## src/rtl/clk_div_monitor.sv

```systemverilog
// clk_div_monitor: measures the period and high time of a divided clock
// (sig_in) in system clock cycles, single-shot or continuous, and compares
// each measured period against exp_period.
//
// Compile-time option: CLK_DIV_MONITOR_SYNC_EN
//   defined   - sig_in passes through a two-flop synchronizer before the
//               capture flop (for sig_in asynchronous to clk)
//   undefined - sig_in is registered once (sig_in derived from clk)
//
// Ports:
//   clk        in   system clock
//   rst        in   asynchronous active-high reset
//   sig_in     in   divided clock under test
//   start      in   one-cycle measurement request, honoured only when idle
//   cont       in   1 = continuous measurement, 0 = single-shot
//   exp_period in   expected period in clk cycles
//   period     out  last measured period
//   high_time  out  last measured high-cycle count
//   valid      out  one-cycle pulse when period/high_time/match update
//   match      out  period == exp_period for the last result
//   busy       out  measurement in progress (ARM or MEASURE)
//   timeout    out  sticky abort flag, cleared by an accepted start
module clk_div_monitor #(
  parameter int unsigned      WIDTH   = 28,
  parameter logic [WIDTH-1:0] TIMEOUT = WIDTH'(2048)
) (
  input  logic             clk,
  input  logic             rst,
  input  logic             sig_in,
  input  logic             start,
  input  logic             cont,
  input  logic [WIDTH-1:0] exp_period,
  output logic [WIDTH-1:0] period,
  output logic [WIDTH-1:0] high_time,
  output logic             valid,
  output logic             match,
  output logic             busy,
  output logic             timeout
);

  typedef enum logic [1:0] {
    S_IDLE    = 2'd0,
    S_ARM     = 2'd1,
    S_MEASURE = 2'd2
  } state_t;

  state_t           r_state;
  state_t           w_state_nxt;

  logic             w_sig_pre;
  logic             r_sig_s;
  logic             r_sig_d;
  logic             w_rise;

  logic [WIDTH-1:0] r_cnt;
  logic [WIDTH-1:0] r_hi;
  logic [WIDTH-1:0] w_cnt_inc;
  logic [WIDTH-1:0] w_hi_inc;
  logic [WIDTH-1:0] w_cnt_nxt;
  logic [WIDTH-1:0] w_hi_nxt;
  logic             w_start_acc;
  logic             w_capture;
  logic             w_abort;

  logic [WIDTH-1:0] r_period;
  logic [WIDTH-1:0] r_high_time;
  logic             r_valid;
  logic             r_match;
  logic             r_busy;
  logic             r_timeout;

`ifdef CLK_DIV_MONITOR_SYNC_EN
  // Two-flop synchronizer ahead of the common capture flop
  logic r_sync1;
  logic r_sync2;

  always_ff @(posedge clk or posedge rst) begin
    if (rst) begin
      r_sync1 <= 1'b0;
      r_sync2 <= 1'b0;
    end else begin
      r_sync1 <= sig_in;
      r_sync2 <= r_sync1;
    end
  end

  assign w_sig_pre = r_sync2;
`else
  assign w_sig_pre = sig_in;
`endif

  // Capture flop and edge-detect delay
  always_ff @(posedge clk or posedge rst) begin
    if (rst) begin
      r_sig_s <= 1'b0;
      r_sig_d <= 1'b0;
    end else begin
      r_sig_s <= w_sig_pre;
      r_sig_d <= r_sig_s;
    end
  end

  assign w_rise    = r_sig_s & ~r_sig_d;
  // r_cnt doubles as the watchdog; it never passes TIMEOUT so cannot wrap
  assign w_cnt_inc = r_cnt + WIDTH'(1);
  assign w_hi_inc  = r_hi + WIDTH'(r_sig_s);

  // State register
  always_ff @(posedge clk or posedge rst) begin
    if (rst) begin
      r_state <= S_IDLE;
    end else begin
      r_state <= w_state_nxt;
    end
  end

  // Next-state logic; a rise wins over a simultaneous watchdog expiry
  always_comb begin
    w_state_nxt = r_state;
    case (r_state)
      S_IDLE: begin
        if (start) begin
          w_state_nxt = S_ARM;
        end
      end
      S_ARM: begin
        if (w_rise) begin
          w_state_nxt = S_MEASURE;
        end else if (w_cnt_inc == TIMEOUT) begin
          w_state_nxt = S_IDLE;
        end
      end
      S_MEASURE: begin
        if (w_rise) begin
          if (!cont) begin
            w_state_nxt = S_IDLE;
          end
        end else if (w_cnt_inc == TIMEOUT) begin
          w_state_nxt = S_IDLE;
        end
      end
      default: w_state_nxt = S_IDLE;
    endcase
  end

  // Datapath control: counter updates, capture and abort strobes
  always_comb begin
    w_cnt_nxt   = r_cnt;
    w_hi_nxt    = r_hi;
    w_start_acc = 1'b0;
    w_capture   = 1'b0;
    w_abort     = 1'b0;
    case (r_state)
      S_IDLE: begin
        if (start) begin
          w_start_acc = 1'b1;
          w_cnt_nxt   = '0;
          w_hi_nxt    = '0;
        end
      end
      S_ARM: begin
        if (w_rise) begin
          w_cnt_nxt = WIDTH'(1);
          w_hi_nxt  = WIDTH'(1);
        end else begin
          w_cnt_nxt = w_cnt_inc;
          w_abort   = (w_cnt_inc == TIMEOUT);
        end
      end
      S_MEASURE: begin
        if (w_rise) begin
          // The rising cycle is the first (high) cycle of the next period
          w_capture = 1'b1;
          w_cnt_nxt = WIDTH'(1);
          w_hi_nxt  = WIDTH'(1);
        end else begin
          w_cnt_nxt = w_cnt_inc;
          w_hi_nxt  = w_hi_inc;
          w_abort   = (w_cnt_inc == TIMEOUT);
        end
      end
      default: begin
        w_cnt_nxt = '0;
        w_hi_nxt  = '0;
      end
    endcase
  end

  // Counters and registered outputs
  always_ff @(posedge clk or posedge rst) begin
    if (rst) begin
      r_cnt       <= '0;
      r_hi        <= '0;
      r_period    <= '0;
      r_high_time <= '0;
      r_valid     <= 1'b0;
      r_match     <= 1'b0;
      r_busy      <= 1'b0;
      r_timeout   <= 1'b0;
    end else begin
      r_cnt   <= w_cnt_nxt;
      r_hi    <= w_hi_nxt;
      r_valid <= w_capture;
      r_busy  <= (w_state_nxt != S_IDLE);
      if (w_capture) begin
        r_period    <= r_cnt;
        r_high_time <= r_hi;
        r_match     <= (r_cnt == exp_period);
      end
      if (w_start_acc) begin
        r_timeout <= 1'b0;
      end else if (w_abort) begin
        r_timeout <= 1'b1;
      end
    end
  end

  assign period    = r_period;
  assign high_time = r_high_time;
  assign valid     = r_valid;
  assign match     = r_match;
  assign busy      = r_busy;
  assign timeout   = r_timeout;

endmodule

```

## config.mk

```make
export PLATFORM = sky130hd
export DESIGN_NAME = clk_div_monitor
export DESIGN_NICKNAME = d
export VERILOG_FILES = /design/src/rtl/clk_div_monitor.sv
export SDC_FILE = /design/constraint.sdc
export NUM_CORES = 1
export LEC_CHECK = 0
export BUFFER_PORTS_ARGS = -buffer_cell sky130_fd_sc_hd__buf_2
export CORE_MARGIN = 4
export CORE_UTILIZATION = 61
export CTS_BUF_LIST = sky130_fd_sc_hd__clkbuf_8 sky130_fd_sc_hd__clkbuf_16
export CTS_CLUSTER_DIAMETER = 40
export DETAILED_ROUTE_END_ITERATION = 8
export GPL_TIMING_DRIVEN = 0
export PLACE_DENSITY = 0.85
export SETUP_SLACK_MARGIN = 0.3
export SYNTH_ARGS = -nofsm -noshare
export SYNTH_HDL_FRONTEND = slang
export SYNTH_SLANG_ARGS = --single-unit
```

## constraint.sdc

```tcl
create_clock -name clk -period 9.2 [get_ports clk]
set_input_delay 0.92 -clock clk [delete_from_list [all_inputs] [get_ports clk]]
set_output_delay 0.92 -clock clk [all_outputs]
set_load 0.01 [all_outputs]
```

# [After elaboration in Yosys (flattened, before gate mapping)]
# Cells that the tools add are included.
[word_totals] ff_bits=120
[op_classes] n_mux=20 addsub=2 n_bitwise=2 reduce_logical=5 n_eq_ne=6
[ops] operator="$mux 28" count=4
[ops] operator="$pmux 28 s3" count=1
[ops] operator="$pmux 28 s2" count=1
[ops] operator="$add 28x1->28" count=1
[ops] operator="$add 28x1->28 const B" count=1
[ops] operator="$eq 28x12->1 const B" count=1
[ops] operator="$eq 28x28->1" count=1
[ops] operator="$mux 2" count=5
[ops] operator="$mux 1" count=8
[ops] operator="$pmux 2 s3" count=1
[ops] operator="$ne 2x2->1 const B" count=2
[ops] operator="$reduce_bool 2->1" count=2
[ops] operator="$eq 2x1->1 const B" count=1
[ops] operator="$eq 2x2->1 const B" count=1
[ops] operator="$logic_not 2->1" count=1
[ops] operator="$reduce_and 2->1" count=1
[ops] operator="$reduce_or 2->1" count=1
[ops] operator="$and 1x1->1" count=1
[ops] operator="$not 1->1" count=1

# [Longest topological paths before layout]
[depth] ltp_word=6 mapped_depth=9 ltp_nobuf=9

# [Least setup slack after synthesis]
# No wires, ideal clock.
[synth_path] path_kind="input port to flip-flop" start="input start" end="register r_hi[20]" path_stages=5 t_required_ps=9123 slack_ps=6716 arrival_time_ps=2407 setup_time_ps=77 cell_sequence="nor2b_1 -> a2111oi_2 -> nand4_1 -> or3_1 -> a21oi_1"
[synth_between] elab_chain_len=2
[synth_lines] item="start: declaration" line="30" rtl="input logic start,"
[synth_lines] item="$ne 2x2->1 (no source line)"
[synth_lines] item="$reduce_and 2->1 (no source line)"
[synth_lines] item="end signal: assignment" line="202" rtl="r_hi <= w_hi_nxt;"
[synth_lines] item="end: declaration" line="56" rtl="logic [WIDTH-1:0] r_hi;"
# Every way passes these cells.
# A chain may end at the register's enable or synchronous reset.

# [Worst setup path after layout]
[layout_path] start="register r_cnt[23]" end="register r_busy (netlist: busy)"
[layout_between] elab_chain_len=6
[layout_lines] item="start: declaration" line="55" rtl="logic [WIDTH-1:0] r_cnt;"
[layout_lines] item="start signal: assignment" line="201" rtl="r_cnt <= w_cnt_nxt;"
[layout_lines] item="$add 28x1->28 *" line="105" rtl="assign w_cnt_inc = r_cnt + WIDTH'(1);"
[layout_lines] item="$eq 28x12->1 *" line="129, 138"
[layout_lines] item="$mux 2 *" line="129, 138"
[layout_lines] item="$mux 2 (on tied branches)" line="134, 127"
[layout_lines] item="$pmux 2 s3 *" line="120" rtl="case (r_state)"
[layout_lines] item="$reduce_bool 2->1 *" line="204" rtl="r_busy <= (w_state_nxt != S_IDLE);"
[layout_lines] item="end signal: assignment" line="204"
[layout_lines] item="end: declaration" line="69" rtl="logic r_busy;"
# Mark *: on every way between the ends. The rest lies on a longest branch, timed or not.

==> flow_metrics.py <==
metrics = {
    "outcome": {
        "run_status": "complete, no violations",
    },
    "finish": {
        "area_growth_pct": 20.5,
        "seq_area_um2": 3000,
        "final_cell_mix": "186 x nand2_1, 120 x dfrtp_1, 102 x buf_2",
        "diodes": 0,
        "drive_above_1_share_pct": 18.2,
        "finalNonFillerCells": 973,
        "multi_input_area_um2": 2890,
        "final_common_cell": "nand2_1",
        "fill_cells": 725,
        "final_nets": 867,
    },
    "routing": {
        "ant_nets": 0,
        "viasPerCell": 5.91,
        "wl_met3_um": 1340,
        "drc": 0,
        "highest_layer": "met4",
        "vias": 5750,
        "wl_um": 17600,
        "drt-pass1-iter-count": 5,
        "wl_per_cell_um": 18.1,
        "drt_iter0_markers": 501,
        "drt-met1-wl_um": 7330,
        "met2WireLength_um": 8430,
    },
    "logic_synthesis": {
        "async_flop_share_pct": 100,
        "yosys.area.top_type": "dfrtp_1",
        "synth.area.top_cells": "dfrtp_1 48%, nand2_1 11%, xor2_1 5.2%",
        "netlist.area_leader.share_pct": 48.5,
        "yosys_most_used_dff": "dfrtp_1",
        "syn-instance-count": 715,
        "synth_area_um2": 6200,
        "syn_area_per_cell_um2": 8.67,
        "ys_types": 56,
        "seq_area_frac_synth_pct": 48.5,
        "syn_nets": 755,
        "ys.warnings.count": 0,
        "ys_ff_latch": 120,
        "synth_edf_count": 0,
    },
    "setup_path": {
        "r2r-end": "busy$_DFF_PP0_",
        "start_kind": "register",
        "critPathMaxFanout": 9,
        "path_cells": "clkbuf_1, nand4_1, nor2_1, a41oi_1, a2111oi_0, nand4_1, nor4_1, o22ai_1",
        "slowest_stage": "a2111oi_0",
        "crit_top_cell": "nand4_1",
        "reg2reg_slack_ns": 5.64,
        "slowest_delay_ns": 0.83,
        "crit_start": "r_cnt[23]$_DFFE_PP0P_",
        "endpoint_kind": "register",
        "critPathRequiredTime_ns": 9.58,
        "path_class": "reg2reg",
        "r2r_start": "r_cnt[23]$_DFFE_PP0P_",
        "arrival_ns": 3.94,
        "endpoint": "busy$_DFF_PP0_",
        "r2r_cells": 8,
    },
    "timing": {
        "fin_crit_ns": 3.56,
        "worst_pin_slew_ns": 1.14,
        "fin_skew_ns": 0.00732,
        "finalHoldViolations": 0,
        "fin_crit_sh_pct": 38.7,
        "fmax_ghz": 0.281,
        "setup_violations": 0,
        "rsz0062_at_grt": "false",
        "setup_tns_ns": 0,
        "slew_headroom_pct": 23.5,
        "drv_slew": 0,
    },
    "min_path": {
        "min_path_type": "reg2reg",
    },
    "global_route": {
        "antenna_found_initial": 0,
        "overflow": 0,
        "grt_pass1_wl_um": 28500,
        "grt_max_degree": 63,
        "track_usage_pct": 31.5,
        "grt_pass1_vias": 5771,
    },
    "cts": {
        "path_clk_slew_ns": 0.06,
        "htreeDepth": 4,
        "clk_latency_ns": 0.53,
        "ctsResizeCount": 0,
        "cts_buffers": 17,
        "cts_root_buffer": "clkbuf_8",
        "clockBufferDepth": 2,
        "postCtsHoldBufs": 0,
        "post_cts.repair.setup_buffers": 0,
        "clock-sinks": 120,
        "cts_tree": "yes",
    },
    "floorplanning": {
        "die_w_um": 109,
        "row_count": 36,
        "die_h_um": 109,
        "coreArea_um2": 9820,
        "io_pins": 93,
        "start_util_pct": 63.1,
        "die_area_um2": 11800,
    },
    "power": {
        "p_leak_uw": 0.00380,
        "p_per_area_nw_per_um2": 213,
        "vdd_drop_max_v": 0.000175,
    },
    "placed_design": {
        "place_congestion": 0.932,
        "place.detailed.instances": 941,
        "dp_hpwl_um": 12200,
        "portBuffers": 92,
    },
    "flow_run": {
        "cap_violations": 0,
    },
}
logic make-up after synthesis:
logic type               synth area share [%]
XOR/XNOR                                 8.34
AO/OA/AOI/OAI                            11.3
multiplexers                            0.162
adder cells (fa/ha/maj)                  1.41
flip-flops                               48.5
AND/OR/NAND/NOR                          25.4
buffers and inverters                    4.87
through the flow:
stage / hold WS [ns] / setup slack (ns) / power (uW) / area (um2) / utilization [%]
CTS: 0.436 / 5.83 / 1590 / 7470 / 76.1
detailed placement: 0.426 / 5.84 / 901 / 6860 / 69.8
global placement: 0.409 / 3.88 / 891 / 6820 / 69.5
global route: 0.453 / 5.60 / 1660 / 7470 / 76.1
finish: 0.441 / 5.64 / 1590 / 7470 / 76.1
floorplan: 0.394 / 5.09 / 783 / 6200 / -
power by group:
part | leakage, uW | internal [uW] | switching, uW
logic | 0.00183 | 92.6 | 245
clock network | 0.000304 | 441 | 250
registers | 0.00166 | 550 | 14.7
total | 0.00380 | 1080 | 510
worst max-delay path, delay by kind of cell, from the launching register on:
kind                   cells  cell delay (ns)
AO/OA/AOI/OAI              3             1.20
buffers and inverters      1             0.41
flip-flops                 1             0.33
AND/OR/NAND/NOR            4             1.49
layer usage:
layer / GRT usage (%) / vias up
met5: 0 / -
met2: 51.9 / 296
met1: 41.4 / 2756
li1: - / 2652
met3: 5.86 / 46
met4: 12.4 / 0
synthesized netlist by cell type (6+ instances only):
| library cell | n |
|---|---|
| nand2_1 | 186 |
| buf_2 | 10 |
| clkbuf_1 | 34 |
| a21oi_1 | 15 |
| inv_1 | 14 |
| xor2_1 | 37 |
| a31oi_1 | 10 |
| dfrtp_1 | 120 |
| nor3_1 | 9 |
| o21ai_0 | 54 |
| o41ai_1 | 6 |
| xnor2_1 | 22 |
| nor2_1 | 55 |
| nand3_1 | 30 |
| nand4_1 | 25 |
| nor4_1 | 8 |
| and3_1 | 11 |
| ha_1 | 7 |
registers in the layout, indices dropped and copies added (netlist names):
signal	flops
r_sig_d	1
high_time	28
r_state	2
r_hi	28
r_cnt	28
valid	1
period	28
timeout	1
busy	1
r_sig_s	1
match	1
cell type report:
| class | count | area share, % |
|---|---|---|
| flip-flops and latches | 120 | 40.2 |
| multi-input cells | 529 | 38.7 |
| repair buffers | 93 | 6.53 |
| clock buffers | 17 | 5.55 |
| plain buffers | 52 | 3.33 |
| clock inverters | 15 | 2.66 |
| well taps | 133 | 2.23 |
| inverters | 14 | 0.771 |
worst min path at each step:
stage	from	endpoint	slack, ns	cells after the start
2_1_floorplan	r_sig_s$_DFF_PP0_	r_sig_d$_DFF_PP0_	0.39	0
3_3_place_gp	r_sig_s$_DFF_PP0_	r_sig_d$_DFF_PP0_	0.41	0
3_5_place_dp	r_sig_s$_DFF_PP0_	r_sig_d$_DFF_PP0_	0.43	0
4_1_cts	r_sig_s$_DFF_PP0_	r_sig_d$_DFF_PP0_	0.44	0
5_1_grt	r_sig_s$_DFF_PP0_	r_sig_d$_DFF_PP0_	0.45	0
6_report	r_sig_s$_DFF_PP0_	r_sig_d$_DFF_PP0_	0.44	0
Power figures use the tool's default switching activity.
